File: src/rtl/axi4_master_burst_engine.sv
// rtl/axi4_master_burst_engine.sv - AXI4 INCR burst master, one burst per command; AXI4_MASTER_BURST_WAIT_EN adds LFSR wait insertion
module axi4_master_burst_engine #(
    parameter int          ADDR_WIDTH = 32,
    parameter int          DATA_WIDTH = 32,
    parameter int          ID_WIDTH   = 1,
    parameter int          MAX_LEN    = 15,
    parameter logic [15:0] LFSR_SEED  = 16'hACE1
) (
    input  logic                      clk,
    input  logic                      rst,
    input  logic                      cmd_valid,
    output logic                      cmd_ready,
    input  logic                      cmd_write,
    input  logic [ADDR_WIDTH-1:0]     cmd_addr,
    input  logic [7:0]                cmd_len,
    input  logic [ID_WIDTH-1:0]       cmd_id,
    output logic                      cmd_done,
    output logic [1:0]                cmd_resp,
    output logic                      cmd_err,
    input  logic [DATA_WIDTH-1:0]     wr_data,
    input  logic                      wr_valid,
    output logic                      wr_ready,
    output logic [DATA_WIDTH-1:0]     rd_data,
    output logic                      rd_valid,
    output logic                      rd_last,
    input  logic                      rd_ready,
    output logic [ID_WIDTH-1:0]       M_AXI_AWID,
    output logic [ADDR_WIDTH-1:0]     M_AXI_AWADDR,
    output logic [7:0]                M_AXI_AWLEN,
    output logic [2:0]                M_AXI_AWSIZE,
    output logic [1:0]                M_AXI_AWBURST,
    output logic                      M_AXI_AWLOCK,
    output logic [3:0]                M_AXI_AWCACHE,
    output logic [2:0]                M_AXI_AWPROT,
    output logic [3:0]                M_AXI_AWQOS,
    output logic [3:0]                M_AXI_AWREGION,
    output logic                      M_AXI_AWUSER,
    output logic                      M_AXI_AWVALID,
    input  logic                      M_AXI_AWREADY,
    output logic [DATA_WIDTH-1:0]     M_AXI_WDATA,
    output logic [DATA_WIDTH/8-1:0]   M_AXI_WSTRB,
    output logic                      M_AXI_WLAST,
    output logic                      M_AXI_WUSER,
    output logic                      M_AXI_WVALID,
    input  logic                      M_AXI_WREADY,
    input  logic [ID_WIDTH-1:0]       M_AXI_BID,
    input  logic [1:0]                M_AXI_BRESP,
    input  logic                      M_AXI_BVALID,
    output logic                      M_AXI_BREADY,
    output logic [ID_WIDTH-1:0]       M_AXI_ARID,
    output logic [ADDR_WIDTH-1:0]     M_AXI_ARADDR,
    output logic [7:0]                M_AXI_ARLEN,
    output logic [2:0]                M_AXI_ARSIZE,
    output logic [1:0]                M_AXI_ARBURST,
    output logic                      M_AXI_ARLOCK,
    output logic [3:0]                M_AXI_ARCACHE,
    output logic [2:0]                M_AXI_ARPROT,
    output logic [3:0]                M_AXI_ARQOS,
    output logic [3:0]                M_AXI_ARREGION,
    output logic                      M_AXI_ARUSER,
    output logic                      M_AXI_ARVALID,
    input  logic                      M_AXI_ARREADY,
    input  logic [ID_WIDTH-1:0]       M_AXI_RID,
    input  logic [DATA_WIDTH-1:0]     M_AXI_RDATA,
    input  logic [1:0]                M_AXI_RRESP,
    input  logic                      M_AXI_RLAST,
    input  logic                      M_AXI_RVALID,
    output logic                      M_AXI_RREADY
);
    localparam logic [2:0] IDLE    = 3'd0;
    localparam logic [2:0] WR      = 3'd1;
    localparam logic [2:0] WR_RESP = 3'd2;
    localparam logic [2:0] RD_ADDR = 3'd3;
    localparam logic [2:0] RD_DATA = 3'd4;
    localparam logic [2:0] DONE    = 3'd5;

    localparam int         BYTES     = DATA_WIDTH / 8;
    localparam logic [2:0] SIZE      = (DATA_WIDTH == 128) ? 3'd4 : (DATA_WIDTH == 64) ? 3'd3 : 3'd2;
    localparam logic [7:0] MAX_LEN_B = 8'(MAX_LEN);

    logic [2:0]            state;
    logic [ADDR_WIDTH-1:0] addr_q;
    logic [7:0]            len_q;
    logic [ID_WIDTH-1:0]   id_q;
    logic                  awvalid_q;
    logic                  arvalid_q;
    logic                  aw_done;
    logic                  w_done;
    logic [7:0]            wr_cnt;
    logic [7:0]            rd_cnt;
    logic [1:0]            resp_q;
    logic                  err_q;

    logic                  cmd_fire;
    logic                  reject;
    logic [13:0]           burst_end;
    logic                  gate_open;
    logic                  aw_fire;
    logic                  w_fire;
    logic                  wlast_fire;
    logic                  r_fire;
    logic [1:0]            worst_resp;

    // A burst of BYTES*(len+1) must end at or before the next 4 KB page.
    always_comb begin
        burst_end = {2'b00, cmd_addr[11:0]} + ((14'(cmd_len) + 14'd1) << SIZE);
        reject    = (cmd_len > MAX_LEN_B) ||
                    (|(cmd_addr & ADDR_WIDTH'(BYTES - 1))) ||
                    (burst_end > 14'd4096);
    end

    assign cmd_ready  = (state == IDLE) && !rst;
    assign cmd_fire   = cmd_valid && cmd_ready;
    assign cmd_done   = (state == DONE);
    assign cmd_err    = (state == DONE) && err_q;
    assign cmd_resp   = resp_q;

    assign M_AXI_WVALID = (state == WR) && !w_done && wr_valid && gate_open;
    assign M_AXI_WDATA  = (state == WR) ? wr_data : '0;
    assign M_AXI_WSTRB  = (state == WR) ? '1 : '0;
    assign M_AXI_WLAST  = (state == WR) && (wr_cnt == len_q);
    assign M_AXI_WUSER  = 1'b0;
    assign wr_ready     = M_AXI_WREADY && M_AXI_WVALID;
    assign w_fire       = M_AXI_WVALID && M_AXI_WREADY;
    assign wlast_fire   = w_fire && M_AXI_WLAST;
    assign aw_fire      = awvalid_q && M_AXI_AWREADY;
    assign M_AXI_BREADY = (state == WR_RESP);

    assign M_AXI_RREADY = (state == RD_DATA) && rd_ready && gate_open;
    assign rd_valid     = (state == RD_DATA) && M_AXI_RVALID;
    assign rd_data      = (state == RD_DATA) ? M_AXI_RDATA : '0;
    assign rd_last      = (state == RD_DATA) && (rd_cnt == len_q);
    assign r_fire       = M_AXI_RVALID && M_AXI_RREADY;
    assign worst_resp   = (M_AXI_RRESP > resp_q) ? M_AXI_RRESP : resp_q;

    assign M_AXI_AWID     = id_q;
    assign M_AXI_AWADDR   = addr_q;
    assign M_AXI_AWLEN    = len_q;
    assign M_AXI_AWSIZE   = SIZE;
    assign M_AXI_AWBURST  = 2'b01;
    assign M_AXI_AWLOCK   = 1'b0;
    assign M_AXI_AWCACHE  = 4'b0011;
    assign M_AXI_AWPROT   = 3'b000;
    assign M_AXI_AWQOS    = 4'd0;
    assign M_AXI_AWREGION = 4'd0;
    assign M_AXI_AWUSER   = 1'b0;
    assign M_AXI_AWVALID  = awvalid_q;
    assign M_AXI_ARID     = id_q;
    assign M_AXI_ARADDR   = addr_q;
    assign M_AXI_ARLEN    = len_q;
    assign M_AXI_ARSIZE   = SIZE;
    assign M_AXI_ARBURST  = 2'b01;
    assign M_AXI_ARLOCK   = 1'b0;
    assign M_AXI_ARCACHE  = 4'b0011;
    assign M_AXI_ARPROT   = 3'b000;
    assign M_AXI_ARQOS    = 4'd0;
    assign M_AXI_ARREGION = 4'd0;
    assign M_AXI_ARUSER   = 1'b0;
    assign M_AXI_ARVALID  = arvalid_q;

    logic unused_ids;
    assign unused_ids = ^{M_AXI_BID, M_AXI_RID};

`ifdef AXI4_MASTER_BURST_WAIT_EN
    logic [15:0] lfsr;
    logic [1:0]  wait_q;

    // Wait count is reloaded only when a beat completes, so an asserted VALID is never pulled back.
    always_ff @(posedge clk) begin
        if (rst) begin
            lfsr   <= LFSR_SEED;
            wait_q <= 2'd0;
        end else begin
            lfsr <= {lfsr[14:0], lfsr[15] ^ lfsr[13] ^ lfsr[12] ^ lfsr[10]};
            if ((cmd_fire && !reject) || (w_fire && !M_AXI_WLAST) || (r_fire && !M_AXI_RLAST))
                wait_q <= lfsr[1:0];
            else if (wait_q != 2'd0)
                wait_q <= wait_q - 2'd1;
        end
    end
    assign gate_open = (wait_q == 2'd0);
`else
    logic [15:0] unused_seed;
    assign unused_seed = LFSR_SEED;
    assign gate_open   = 1'b1;
`endif

    always_ff @(posedge clk) begin
        if (rst) begin
            state     <= IDLE;
            addr_q    <= '0;
            len_q     <= 8'd0;
            id_q      <= '0;
            awvalid_q <= 1'b0;
            arvalid_q <= 1'b0;
            aw_done   <= 1'b0;
            w_done    <= 1'b0;
            wr_cnt    <= 8'd0;
            rd_cnt    <= 8'd0;
            resp_q    <= 2'b00;
            err_q     <= 1'b0;
        end else begin
            case (state)
                IDLE: begin
                    if (cmd_fire) begin
                        addr_q  <= cmd_addr;
                        len_q   <= cmd_len;
                        id_q    <= cmd_id;
                        wr_cnt  <= 8'd0;
                        rd_cnt  <= 8'd0;
                        aw_done <= 1'b0;
                        w_done  <= 1'b0;
                        if (reject) begin
                            resp_q <= 2'b10;
                            err_q  <= 1'b1;
                            state  <= DONE;
                        end else begin
                            resp_q <= 2'b00;
                            err_q  <= 1'b0;
                            if (cmd_write) begin
                                awvalid_q <= 1'b1;
                                state     <= WR;
                            end else begin
                                arvalid_q <= 1'b1;
                                state     <= RD_ADDR;
                            end
                        end
                    end
                end
                WR: begin
                    if (aw_fire) begin
                        awvalid_q <= 1'b0;
                        aw_done   <= 1'b1;
                    end
                    if (w_fire)
                        wr_cnt <= M_AXI_WLAST ? 8'd0 : wr_cnt + 8'd1;
                    if (wlast_fire)
                        w_done <= 1'b1;
                    if ((aw_done || aw_fire) && (w_done || wlast_fire))
                        state <= WR_RESP;
                end
                WR_RESP: begin
                    if (M_AXI_BVALID) begin
                        resp_q <= M_AXI_BRESP;
                        state  <= DONE;
                    end
                end
                RD_ADDR: begin
                    if (M_AXI_ARREADY) begin
                        arvalid_q <= 1'b0;
                        state     <= RD_DATA;
                    end
                end
                RD_DATA: begin
                    if (r_fire) begin
                        resp_q <= worst_resp;
                        rd_cnt <= rd_last ? 8'd0 : rd_cnt + 8'd1;
                        if (M_AXI_RLAST != rd_last)
                            err_q <= 1'b1;
                        if (M_AXI_RLAST)
                            state <= DONE;
                    end
                end
                DONE:    state <= IDLE;
                default: state <= IDLE;
            endcase
        end
    end
endmodule

File: config.mk
export PLATFORM = sky130hd
export DESIGN_NAME = axi4_master_burst_engine
export DESIGN_NICKNAME = d
export VERILOG_FILES = /design/src/rtl/axi4_master_burst_engine.sv
export SDC_FILE = /design/constraint.sdc
export NUM_CORES = 1
export LEC_CHECK = 0
export CORE_AREA = 2 2 129 131
export DETAILED_ROUTE_END_ITERATION = 12
export DIE_AREA = 0 0 131 133
export PLACE_DENSITY = 0.7
export SLEW_MARGIN = 0
export SYNTH_ARGS = -nofsm -noshare
export SYNTH_HDL_FRONTEND = slang
export SYNTH_SLANG_ARGS = --single-unit
File: constraint.sdc
create_clock -name clk -period 3.3 [get_ports clk]
set_input_delay 0.33 -clock clk [delete_from_list [all_inputs] [get_ports clk]]
set_output_delay 0.33 -clock clk [all_outputs]
set_load 0.01 [all_outputs]
==> reports/results.ini <==
[floorplan]
io-pin-count=332
dieArea_um2=17400
start_util=0.292
fp.dieH_um=133
num_rows=47
coreArea_um2=16200
die_x_um=131

[run_status]
status=complete, no violations

[worst_setup_path]
rr_startpoint=state[0]$_SDFFE_PP0P_
worstPathMaxFanout=6
cp.depth=13
crit_path_top_delay_cell=clkdlybuf4s50_1
cp.arrival_ps=3310
worst_r2r_path_depth=7
cp-endpoint=err_q$_SDFFE_PP0P_
cp.required_ps=3530
worstReg2RegEnd=wr_cnt[7]$_SDFFE_PP0P_
start_kind=input pin
crit_chain=clkdlybuf4s50_1 > ha_1 > nand3_1 > buf_4 > nor2_1 > xor2_1 > ha_1 > o21ai_0 > a21oi_1 > o41ai_2 > xor2_1 > a41oi_2 > o221a_2
endpoint_kind=flip-flop
path_buf_inv=2
startpoint=cmd_len[1]
rrSetupSlack_ps=790
critPathKind=input pin to flip-flop
path_delay_family=compound AO/OA/AOI/OAI gates
max_stage_delay_ps=560

[grt]
grt_overflow_total=0
grt_start_max_net_pins=59
track_usage=0.161
grt_first_pass_wirelength_um=22200
grt_antenna_before_repair=0
grt_pass1_vias=4298

[synthesis]
synth.distinct_cells=62
synth_most_common_cell=nand2_1
synthTopCellsByCount=nand2_1 (102), buf_4 (89), and2_1 (69)
synthArstFlopShare=0
ys_ff_latch=67
synth_ff_type=dfxtp_1
synth_top_area_frac=0.284
yosys_warnings=0
synth-edff-count=0
avgSynthCellArea_um2=7.70
yosys.area.top_type=dfxtp_1
yosysSeqAreaShare=0.284
synth_cells=613
netlist_area_um2=4720
netlist_top_cells_area=dfxtp_1 (28%), buf_4 (14%), and2_1 (9.1%), nand2_1 (8.1%), a21oi_1 (5.8%)

[routing]
dr.max_layer_used=met4
routedLengthMet1_um=6490
route.met3.wl_um=911
ant_nets=0
drt-initial-drc-count=237
num_vias=4720
wl_met2_um=7240
drc_errors=0
vias_per_cell=4.39
drt_pass1_iterations=4
wirelength_um=14800
routedWlPerCell_um=13.8

[clock_network]
ctsHoldBuffers=0
h-tree-depth=3
clk_pin_slew_ps=60
cts_max_path_buffers=2
cts_setup_buffers=0
numCtsBuffers=9
clk_latency_ps=330
cts-root-buf=clkbuf_16
cts_sinks=67
cts_resized=0
cts_tree=done

[sta]
rsz0062_at_grt=no
slew_viol_final=0
slew_headroom=0.551
setup_slack_ps=223
worst_pin_slew_ps=674
setup_viol=0
hold_viol_final=0
min_period_ps=3080
fin_crit_sh=0.933
fmaxAchievable_mhz=325
tns_ps=0
skew_ps=5.80

[power_and_ir_drop]
p_sw_w=0.00163
p_seq_frac=0.240
pwr-share-clk=0.233
worst_ir_drop_vdd_mv=0.260
power_frac_comb=0.527
power_density_nw_per_um2=590
internal_power_w=0.00289
p_leak_nw=2.96
switching_share=0.360

[place]
hpwl_um=11400
routabilityCongestion=0.856
io_buffers=284
post-place-ws_ps=-90.5

[flow_run]
drv_cap=0

[min_path]
holdCritPathClass=input pin to flip-flop

[cells_and_area]
finish.net_count=989
diodes=0
layout-drive-gt1-share=0.0585
syn2layout_area_growth_pct=62.4

[power groups by stage]
stage / registers, W / clock network (W) / logic [W]
after floorplan: 0.00109 / 0 / 0.00132
after global placement: 0.00110 / 0 / 0.00239
after detailed placement: 0.00110 / 0 / 0.00241
after CTS: 0.00109 / 0.00109 / 0.00242
after global routing: 0.00111 / 0.00112 / 0.00261
final: 0.00109 / 0.00105 / 0.00239
[routing by layer]
metal / vias up / global-route usage
li1: 2390 / -
met4: 0 / 0.0443
met1: 2145 / 0.205
met2: 174 / 0.275
met5: - / 0
met3: 11 / 0.0311
[worst min path at each step]
stage	start	endpoint	slack, ps	cells after the start
final	rst	err_q$_SDFFE_PP0P_	410	3
after global routing	rst	err_q$_SDFFE_PP0P_	410	3
after CTS	rst	err_q$_SDFFE_PP0P_	400	3
after detailed placement	M_AXI_ARADDR[9]$_SDFFE_PP0P_	M_AXI_ARADDR[9]$_SDFFE_PP0P_	460	2
after global placement	M_AXI_ARADDR[4]$_SDFFE_PP0P_	M_AXI_ARADDR[4]$_SDFFE_PP0P_	460	2
after floorplan	aw_done$_SDFFE_PP0P_	aw_done$_SDFFE_PP0P_	450	2
[worst register-to-register path, stage by stage, from the launching register on]
cell	delay, ps
dfxtp_1	730
nor3b_4	360
buf_4	350
a32o_1	390
nand4_1	210
nor2_1	180
xnor2_1	130
nor2_1	60
[layout make-up]
cell class	count	area, um^2
clock buffer	9	225
inverter	12	45.0
timing repair buffer	300	2960
multi-input combinational	460	2720
fill	1592	8510
clock inverter	7	100
tap	220	275
sequential	67	1340
[logic make-up (layout without fill, tap and decap cells)]
family                   after synthesis  in the layout  share of synthesized area
XOR/XNOR                              37             37                     0.0687
flip-flops                            67             67                      0.284
buffers and inverters                129            328                      0.176
AND/OR/NAND/NOR                      256            256                      0.277
adder cells (fa/ha/maj)               16             16                     0.0440
AO/OA/AOI/OAI                        106            106                      0.149
other                                  2             45                    0.00159
[cells in the final DEF (no fill, tap or decap), types with 15 or more instances in the layout]
| cell | synthesis | layout |
|---|---|---|
| clkdlybuf4s50_1 | 0 | 283 |
| xor2_1 | 18 | 18 |
| xnor2_1 | 19 | 19 |
| nand2_1 | 102 | 102 |
| ha_1 | 15 | 15 |
| and2_1 | 69 | 69 |
| nor2_1 | 29 | 29 |
| a21oi_1 | 55 | 55 |
| conb_1 | 2 | 45 |
| buf_4 | 89 | 16 |
| dfxtp_1 | 67 | 67 |
[metrics by stage]
step	instances	power, W	area (um^2)	hold slack, ps	util
global route	1075	0.00484	7660	410	0.474
finish	1075	0.00452	7660	410	0.474
detailed placement	1059	0.00351	7340	462	0.454
CTS	1075	0.00459	7660	395	0.474
floorplan	656	0.00241	4880	455	-
global placement	1059	0.00349	7340	456	0.454
[flip-flops by register name, indices dropped and copies added (netlist names)]
name	count
M_AXI_ARID	1
aw_done	1
err_q	1
M_AXI_ARADDR	32
cmd_resp	2
w_done	1
M_AXI_ARLEN	8
state	3
M_AXI_ARVALID	1
rd_cnt	8
M_AXI_AWVALID	1
wr_cnt	8
Power figures use the tool's default switching activity.
